`src/rtl/text_row_scheduler.sv`:
```
// Turns one OLED pixel-byte request into a char lookup, font ROM read and registered pixel byte.
// Latency: pixelValid 5 cycles after accept for text/bin/hex rows, 4 for progress rows; single request in flight.
module text_row_scheduler #(
  parameter int         FONT_BASE_CHAR  = 32,
  parameter int         FONT_LAST_CHAR  = 127,
  parameter int         FONT_ADDR_WIDTH = 11,
  parameter logic [7:0] DEFAULT_TYPES   = 8'b11100100
)(
  input  logic                       clk,
  input  logic                       rst,
  input  logic                       pixelReq,
  input  logic [9:0]                 pixelAddress,
  output logic                       reqReady,
  output logic [7:0]                 pixelData,
  output logic                       pixelValid,
  output logic [3:0]                 outputCharIndex,
  output logic [9:0]                 rowPixelAddress,
  output logic [1:0]                 rowSelect,
  input  logic [7:0]                 textByte,
  input  logic [7:0]                 binByte,
  input  logic [7:0]                 hexByte,
  input  logic [7:0]                 progressByte,
  output logic [FONT_ADDR_WIDTH-1:0] fontAddr,
  input  logic [7:0]                 fontData,
  input  logic                       cfgWe,
  input  logic [1:0]                 cfgRow,
  input  logic [1:0]                 cfgType
);

  localparam logic [1:0] TYPE_TEXT  = 2'd0;
  localparam logic [1:0] TYPE_BIN   = 2'd1;
  localparam logic [1:0] TYPE_HEX   = 2'd2;
  localparam logic [1:0] TYPE_PROG  = 2'd3;
  localparam logic [7:0] BASE_CHAR  = FONT_BASE_CHAR[7:0];
  localparam logic [7:0] LAST_CHAR  = FONT_LAST_CHAR[7:0];
  localparam logic [7:0] SPACE_CHAR = 8'd32;

  typedef enum logic [2:0] {IDLE, CHAR, CAPTURE, FONT, DONE} state_t;

  state_t                     state, nextState;
  logic [9:0]                 addrLatch;
  logic [1:0]                 rowType;
  logic [7:0]                 rowMap;
  logic [7:0]                 capByte;
  logic [7:0]                 srcByte;
  logic [7:0]                 charEff;
  logic [FONT_ADDR_WIDTH-1:0] glyphIdx;
  logic [FONT_ADDR_WIDTH-1:0] fontAddrNext;

  assign outputCharIndex = addrLatch[6:3];
  assign rowPixelAddress = addrLatch;
  assign rowSelect       = addrLatch[9:8];

  always_ff @(posedge clk) begin
    if (rst) state <= IDLE;
    else     state <= nextState;
  end

  always_comb begin
    nextState = state;
    reqReady  = 1'b0;
    case (state)
      IDLE: begin
        reqReady = 1'b1;
        if (pixelReq) nextState = CHAR;
      end
      CHAR:    nextState = CAPTURE;
      CAPTURE: nextState = (rowType == TYPE_PROG) ? DONE : FONT;
      FONT:    nextState = DONE;
      DONE:    nextState = IDLE;
      default: nextState = IDLE;
    endcase
  end

  always_comb begin
    srcByte = textByte;
    case (rowType)
      TYPE_TEXT: srcByte = textByte;
      TYPE_BIN:  srcByte = binByte;
      TYPE_HEX:  srcByte = hexByte;
      TYPE_PROG: srcByte = progressByte;
      default:   srcByte = textByte;
    endcase
  end

  // Characters outside the ROM range render as a blank glyph; {page[0], col[2:0]} picks the byte within it.
  always_comb begin
    charEff      = (srcByte >= BASE_CHAR && srcByte <= LAST_CHAR) ? srcByte : SPACE_CHAR;
    glyphIdx     = FONT_ADDR_WIDTH'(charEff - BASE_CHAR);
    fontAddrNext = (glyphIdx << 4) + FONT_ADDR_WIDTH'({addrLatch[7], addrLatch[2:0]});
  end

  always_ff @(posedge clk) begin
    if (rst) begin
      addrLatch  <= '0;
      rowType    <= TYPE_TEXT;
      rowMap     <= DEFAULT_TYPES;
      capByte    <= '0;
      fontAddr   <= '0;
      pixelData  <= '0;
      pixelValid <= 1'b0;
    end else begin
      pixelValid <= 1'b0;
      if (cfgWe) rowMap[{cfgRow, 1'b0} +: 2] <= cfgType;
      case (state)
        IDLE: begin
          if (pixelReq) begin
            addrLatch <= pixelAddress;
            rowType   <= rowMap[{pixelAddress[9:8], 1'b0} +: 2];
          end
        end
        CAPTURE: begin
          capByte <= srcByte;
          // Registering the address here presents it to the ROM for the whole FONT cycle.
          if (rowType != TYPE_PROG) fontAddr <= fontAddrNext;
        end
        DONE: begin
          pixelData  <= (rowType == TYPE_PROG) ? capByte : fontData;
          pixelValid <= 1'b1;
        end
        default: ;
      endcase
    end
  end

endmodule

```
`config.mk`:
```
export PLATFORM = sky130hd
export DESIGN_NAME = text_row_scheduler
export DESIGN_NICKNAME = d
export VERILOG_FILES = /design/src/rtl/text_row_scheduler.sv
export SDC_FILE = /design/constraint.sdc
export NUM_CORES = 1
export LEC_CHECK = 0
export BUFFER_PORTS_ARGS = -buffer_cell sky130_fd_sc_hd__buf_4
export CAP_MARGIN = 20
export CORE_MARGIN = 3
export CORE_UTILIZATION = 40
export DETAILED_ROUTE_END_ITERATION = 8
export MAX_ROUTING_LAYER = met4
export PLACE_DENSITY_LB_ADDON = 0.3
export SKIP_LAST_GASP = 1
export SYNTH_ARGS = -nofsm -noshare
export SYNTH_HDL_FRONTEND = slang
export SYNTH_SLANG_ARGS = --single-unit
export TNS_END_PERCENT = 10
```
`constraint.sdc`:
```
create_clock -name clk -period 3.5 [get_ports clk]
set_input_delay 0 -clock clk [delete_from_list [all_inputs] [get_ports clk]]
set_output_delay 0 -clock clk [all_outputs]
set_load 0.03 [all_outputs]
```
### Yosys cells after proc, flatten, opt, wreduce, memory -nomap -nowiden

Cells that the tools add are included.

| storage, ports and cells | value |
|---|---|
| output and inout bits | 37 |
| logic and storage cells | 39 |
| bits of input ports | 58 |
| flip-flop bits (word level) | 51 |

| cells by class | value |
|---|---|
| multiplexer cells | 9 |
| shift-type cells | 3 |
| equality and inequality tests | 9 |
| add/subtract/negate cells | 3 |
| $lt $le $gt $ge | 2 |
| reductions and logical operators | 5 |

Operator list:

| kind | count |
|---|---|
| 8-bit case mux with 4 select lines | 1 |
| 3-bit case mux with 4 select lines | 1 |
| 11-bit by 4-bit adder with 11-bit output | 1 |
| 8-bit bitwise mux | 1 |
| 8-bit by 6-bit >= comparator with 1-bit output, second input constant | 1 |
| 8-bit by 7-bit less-or-equal comparator with 1-bit output, second input constant | 1 |
| 8-bit 2-to-1 mux | 1 |
| 2-bit by 5-bit variable shift with 8-bit output, first input constant | 1 |
| 2-bit by 5-bit variable part select with 8-bit output | 1 |
| 8-bit by 4-bit variable part select with 2-bit output | 1 |
| 7-bit 2-to-1 mux | 1 |
| 7-bit by 6-bit subtractor with 7-bit output, second input constant | 1 |
| 3-bit by 2-bit == test with 1-bit output, second input constant | 2 |
| 3-bit 2-to-1 mux | 2 |
| 3-bit negator with 5-bit output | 1 |
| 2-bit == test, second input constant | 2 |
| 2-bit != test, second input constant | 2 |
| 2-bit AND reduction | 2 |
| 3-bit by 1-bit == test with 1-bit output, second input constant | 1 |
| 3-bit == test, second input constant | 1 |
| 3-bit zero test | 1 |
| 2-bit by 1-bit == test with 1-bit output, second input constant | 1 |
| 2-bit zero test | 1 |
| 1-bit 2-to-1 mux | 2 |
| 1-bit logical AND | 1 |

### Longest topological paths before layout

| logic depth | value |
|---|---|
| depth after elaboration | 7 |
| mapped depth | 6 |
| gate-level depth less buffers | 6 |

### Worst setup path before layout

OpenSTA, ideal clock, no wires.

| timing | value |
|---|---|
| kind | flip-flop to flip-flop |
| from | register state[1] |
| to | register addrLatch[3], in the netlist rowPixelAddress[3] |
| buffers on the path | 2 |
| period minus slack after synthesis | 1893 ps |
| data required time | 3368 ps |
| path slack | 1607 ps |
| library setup time | 132 ps |
| stages on the path, launching flop included | 7 |
| data arrival time | 1761 ps |
| cell sequence | dfxtp_1 > buf_2 > nor3_1 > nand2_1 > clkbuf_1 > nand2_1 > a21oi_1 |

| between the ends | value |
|---|---|
| word-level cells in the longest chain between the ends | 2 |

RTL lines:

| item | RTL line | source |
|---|---|---|
| start: declaration | 40 | `state_t state, nextState;` |
| start signal: assignment | 56 | `else state <= nextState;` |
| 3-bit zero test | 105 | `case (state)` |
| 2-bit AND reduction (no source line) | -- |  |
| end signal: assignment | 108 | `addrLatch <= pixelAddress;` |
| end: declaration | 41 | `logic [9:0] addrLatch;` |

Every way passes these cells.
A chain may end at the register's enable or synchronous reset.

### Worst setup path after layout

| timing | value |
|---|---|
| from | register rowType[0] |
| to | register fontAddr[10] |

| between the ends | value |
|---|---|
| word-level cells in the longest chain between the ends | 7 |
| elaborated cells between the ends (all ways) | 13 |
| classes of those cells | 2 x add/sub; 2 x order compare; 4 x eq/ne; 2 x mux; 3 x reduce/logical |

RTL lines:

| item | RTL line | source |
|---|---|---|
| start: declaration | 42 | `logic [1:0] rowType;` |
| start signal: assignment | 109 | `rowType <= rowMap[{pixelAddress[9:8], 1'b0} +: 2];` |
| 2-bit == test (tied with other cells) | 77 | `case (rowType)` |
| 8-bit case mux with 4 select lines | 77 |  |
| 8-bit by 6-bit >= comparator with 1-bit output / 8-bit by 7-bit less-or-equal comparator with 1-bit output (equally long branches) | 88 | `charEff = (srcByte >= BASE_CHAR && srcByte <= LAST_CHAR) ? srcByte : SPACE_CHAR;` |
| 1-bit logical AND | 88 |  |
| 7-bit 2-to-1 mux | 88 |  |
| 7-bit by 6-bit subtractor with 7-bit output | 89 | `glyphIdx = FONT_ADDR_WIDTH'(charEff - BASE_CHAR);` |
| 11-bit by 4-bit adder with 11-bit output | 90 | `fontAddrNext = (glyphIdx << 4) + FONT_ADDR_WIDTH'({addrLatch[7], addrLatch[2:0]});` |
| end signal: assignment | 115 | `if (rowType != TYPE_PROG) fontAddr <= fontAddrNext;` |
| end: declaration | 23 | `output logic [FONT_ADDR_WIDTH-1:0] fontAddr,` |

Parallel ways exist; a longest one is shown, timed or not.

==> impl_metrics.json <==
{
  "status": "finished, final reports clean",
  "cts_setup_buffers": 0,
  "gp_congestion": 0.791,
  "synth_edf_count": 0,
  "start_kind": "register",
  "grt_setup_unrepaired": "false",
  "leakage_nw": 1.34,
  "cts-resized-gates": 0,
  "globalRouteOverflowTotal": 0,
  "cts_root_buf": "clkbuf_8",
  "drt_iter0_drc": 122,
  "area_growth_pct": 40.2,
  "setup_violations": 0,
  "period_needed_ns": 2.33,
  "ctsHtreeMaxLevel": 2,
  "peakVddDrop_v": 0.000241,
  "antenna_found_initial": 0,
  "cts.clk_slew.worst_paths_ns": 0.10,
  "dp_slack_ns": 1.12,
  "async_reset_ff_frac": 0,
  "synth_top_area_cell": "dfxtp_1",
  "syn-num-nets": 326,
  "powerDensity_nw_per_um2": 380,
  "synth_area_leaders": "dfxtp_1 44%, nand2_1 11%, mux4_2 5.8%",
  "synth_cell_types": 33,
  "fp-row-count": 27,
  "ant_nets": 0,
  "grt_max_degree": 50,
  "grt_use_total": 0.192,
  "syn-cell-area_um2": 2330,
  "die_h_um": 82.4,
  "clk_path_buf_depth": 2,
  "yosysSeqAreaShare": 0.438,
  "final_common_cell": "buf_4",
  "required_ns": 3.76,
  "num_vias": 2190,
  "drv_cap": 0,
  "fp.coreArea_um2": 5570,
  "synth_top_area_share": 0.438,
  "crit_type": "register to register",
  "portBuffers": 94,
  "slowest_delay_ns": 0.95,
  "min_path_type": "input port to register",
  "cts_buffers": 5,
  "critPathCaptureType": "register",
  "syn_area_per_cell_um2": 8.87,
  "antenna_cells": 0,
  "drive_gt1_frac": 0.305,
  "worst_pin_slew_ns": 0.952,
  "skew_ns": 0.0101,
  "hold_violations": 0,
  "grt_pass1_wl_um": 9790,
  "clkLatencyLatePin_ns": 0.31,
  "via_per_inst": 5.10,
  "syn_inst": 263,
  "layout_common_cells": "94 x buf_4, 68 x nand2_1, 51 x dfxtp_1",
  "placed_cells": 401,
  "cts_tree": "done",
  "cp_max_fo": 24,
  "ys_warn_count": 0,
  "cts_sinks": 51,
  "post-route-util": 0.587,
  "synth-seq-cells": 51,
  "synth_ff_type": "dfxtp_1",
  "slew_viol_final": 0,
  "nNetsFinal": 419,
  "fin_setup_tns_ns": 0,
  "initial_utilization": 0.419,
  "worst_slack_ns": 1.17,
  "fmax_ghz": 0.429,
  "dr.pass1.iters": 4,
  "period_share": 0.667,
  "grt_pass1_vias": 2134,
  "hpwl_um": 4420,
  "wire_per_inst_um": 14.2,
  "drc": 0,
  "dieArea_um2": 6790,
  "boundaryPins": 95,
  "wl_um": 6100,
  "power.total_mw": 1.24,
  "crit_chain": "nand2_1 -> a21oi_1 -> a22o_1",
  "cpMaxStageDelayCell": "dfxtp_1",
  "stdcell_count": 429,
  "nFillCells": 515,
  "die_x_um": 82.4,
  "max_slew_margin": 0.364,
  "cp.arrival_ns": 2.59
}
-- cell usage after synthesis (all sizes together), types with 3 or more instances --
library cell / n
a21oi: 26
a221o: 4
a22oi: 4
a311oi: 8
buf: 19
clkbuf: 9
dfxtp: 51
ha: 5
mux2i: 4
mux4: 9
nand2: 68
nand3: 13
nor2: 13
nor3: 3
nor4b: 5
o21ai: 7
-- logic make-up after synthesis --
logic type                 count (synthesis)  synth area share
AOI/OAI and AO/OA                         53             0.144
DFF                                       51             0.438
buffers and inverters                     30            0.0708
muxes                                     13             0.109
adders and majority gates                  5            0.0268
and+or+nand+nor                          111             0.212
-- registers in the layout, indices dropped and copies added, names as in the netlist --
register / flops
fontAddr: 11
rowMap: 8
rowPixelAddress: 10
pixelValid: 1
pixelData: 8
rowType: 2
state: 3
capByte: 8
-- per-stage QoR --
step           hold WS [ns]  cell area (µm²)
5_1_grt              0.0745             3270
6_report             0.0476             3270
2_1_floorplan         0.136             2330
3_3_place_gp          0.247             2980
3_5_place_dp          0.258             2980
4_1_cts              0.0343             3270
-- critical path, delay by kind of cell (launching register included) --
kind	cells	cell delay (ns)
flops	1	0.95
compound gates	2	0.82
simple gates	1	0.52
-- power by group --
group | leakage (nW) | internal, mW | switching (mW)
registers | 0.415 | 0.605 | 0.0305
logic | 0.876 | 0.125 | 0.125
clock network | 0.0484 | 0.162 | 0.195
-- layout make-up --
cell class	instances	area [µm²]	share of cell area
inverters	2	7.51	0.00229
repair buffers	114	906	0.277
flip-flops and latches	51	1020	0.312
multi-input cells	182	1150	0.352
well taps	72	90.1	0.0275
clock inverters	1	8.76	0.00268
clock buffers	7	86.3	0.0264
-- path summary, 6_finish.rpt --
path	start	cells past startpoint	slack [ns]	endpoint
worst max register to register	rowType[0]	3	1.17	fontAddr[10]
worst min register to register	capByte[0]	2	0.46	capByte[0]
worst min-delay path	pixelReq	3	0.05	state[0]
worst max-delay path	rowType[0]	3	1.17	fontAddr[10]
-- per-layer routing --
layer,GRT usage,share of wire
met1,0.222,0.40
met2,0.329,0.54
met3,0.0304,0.036
met4,0.0797,0.020
met5,-,0
-- what timing repair did --
item | CTS | global route
setup endpoints to repair | 0 | 0
hold endpoints to repair | 25 | 0
hold buffers | 20 | 0
(Power assumes the default switching activity.)
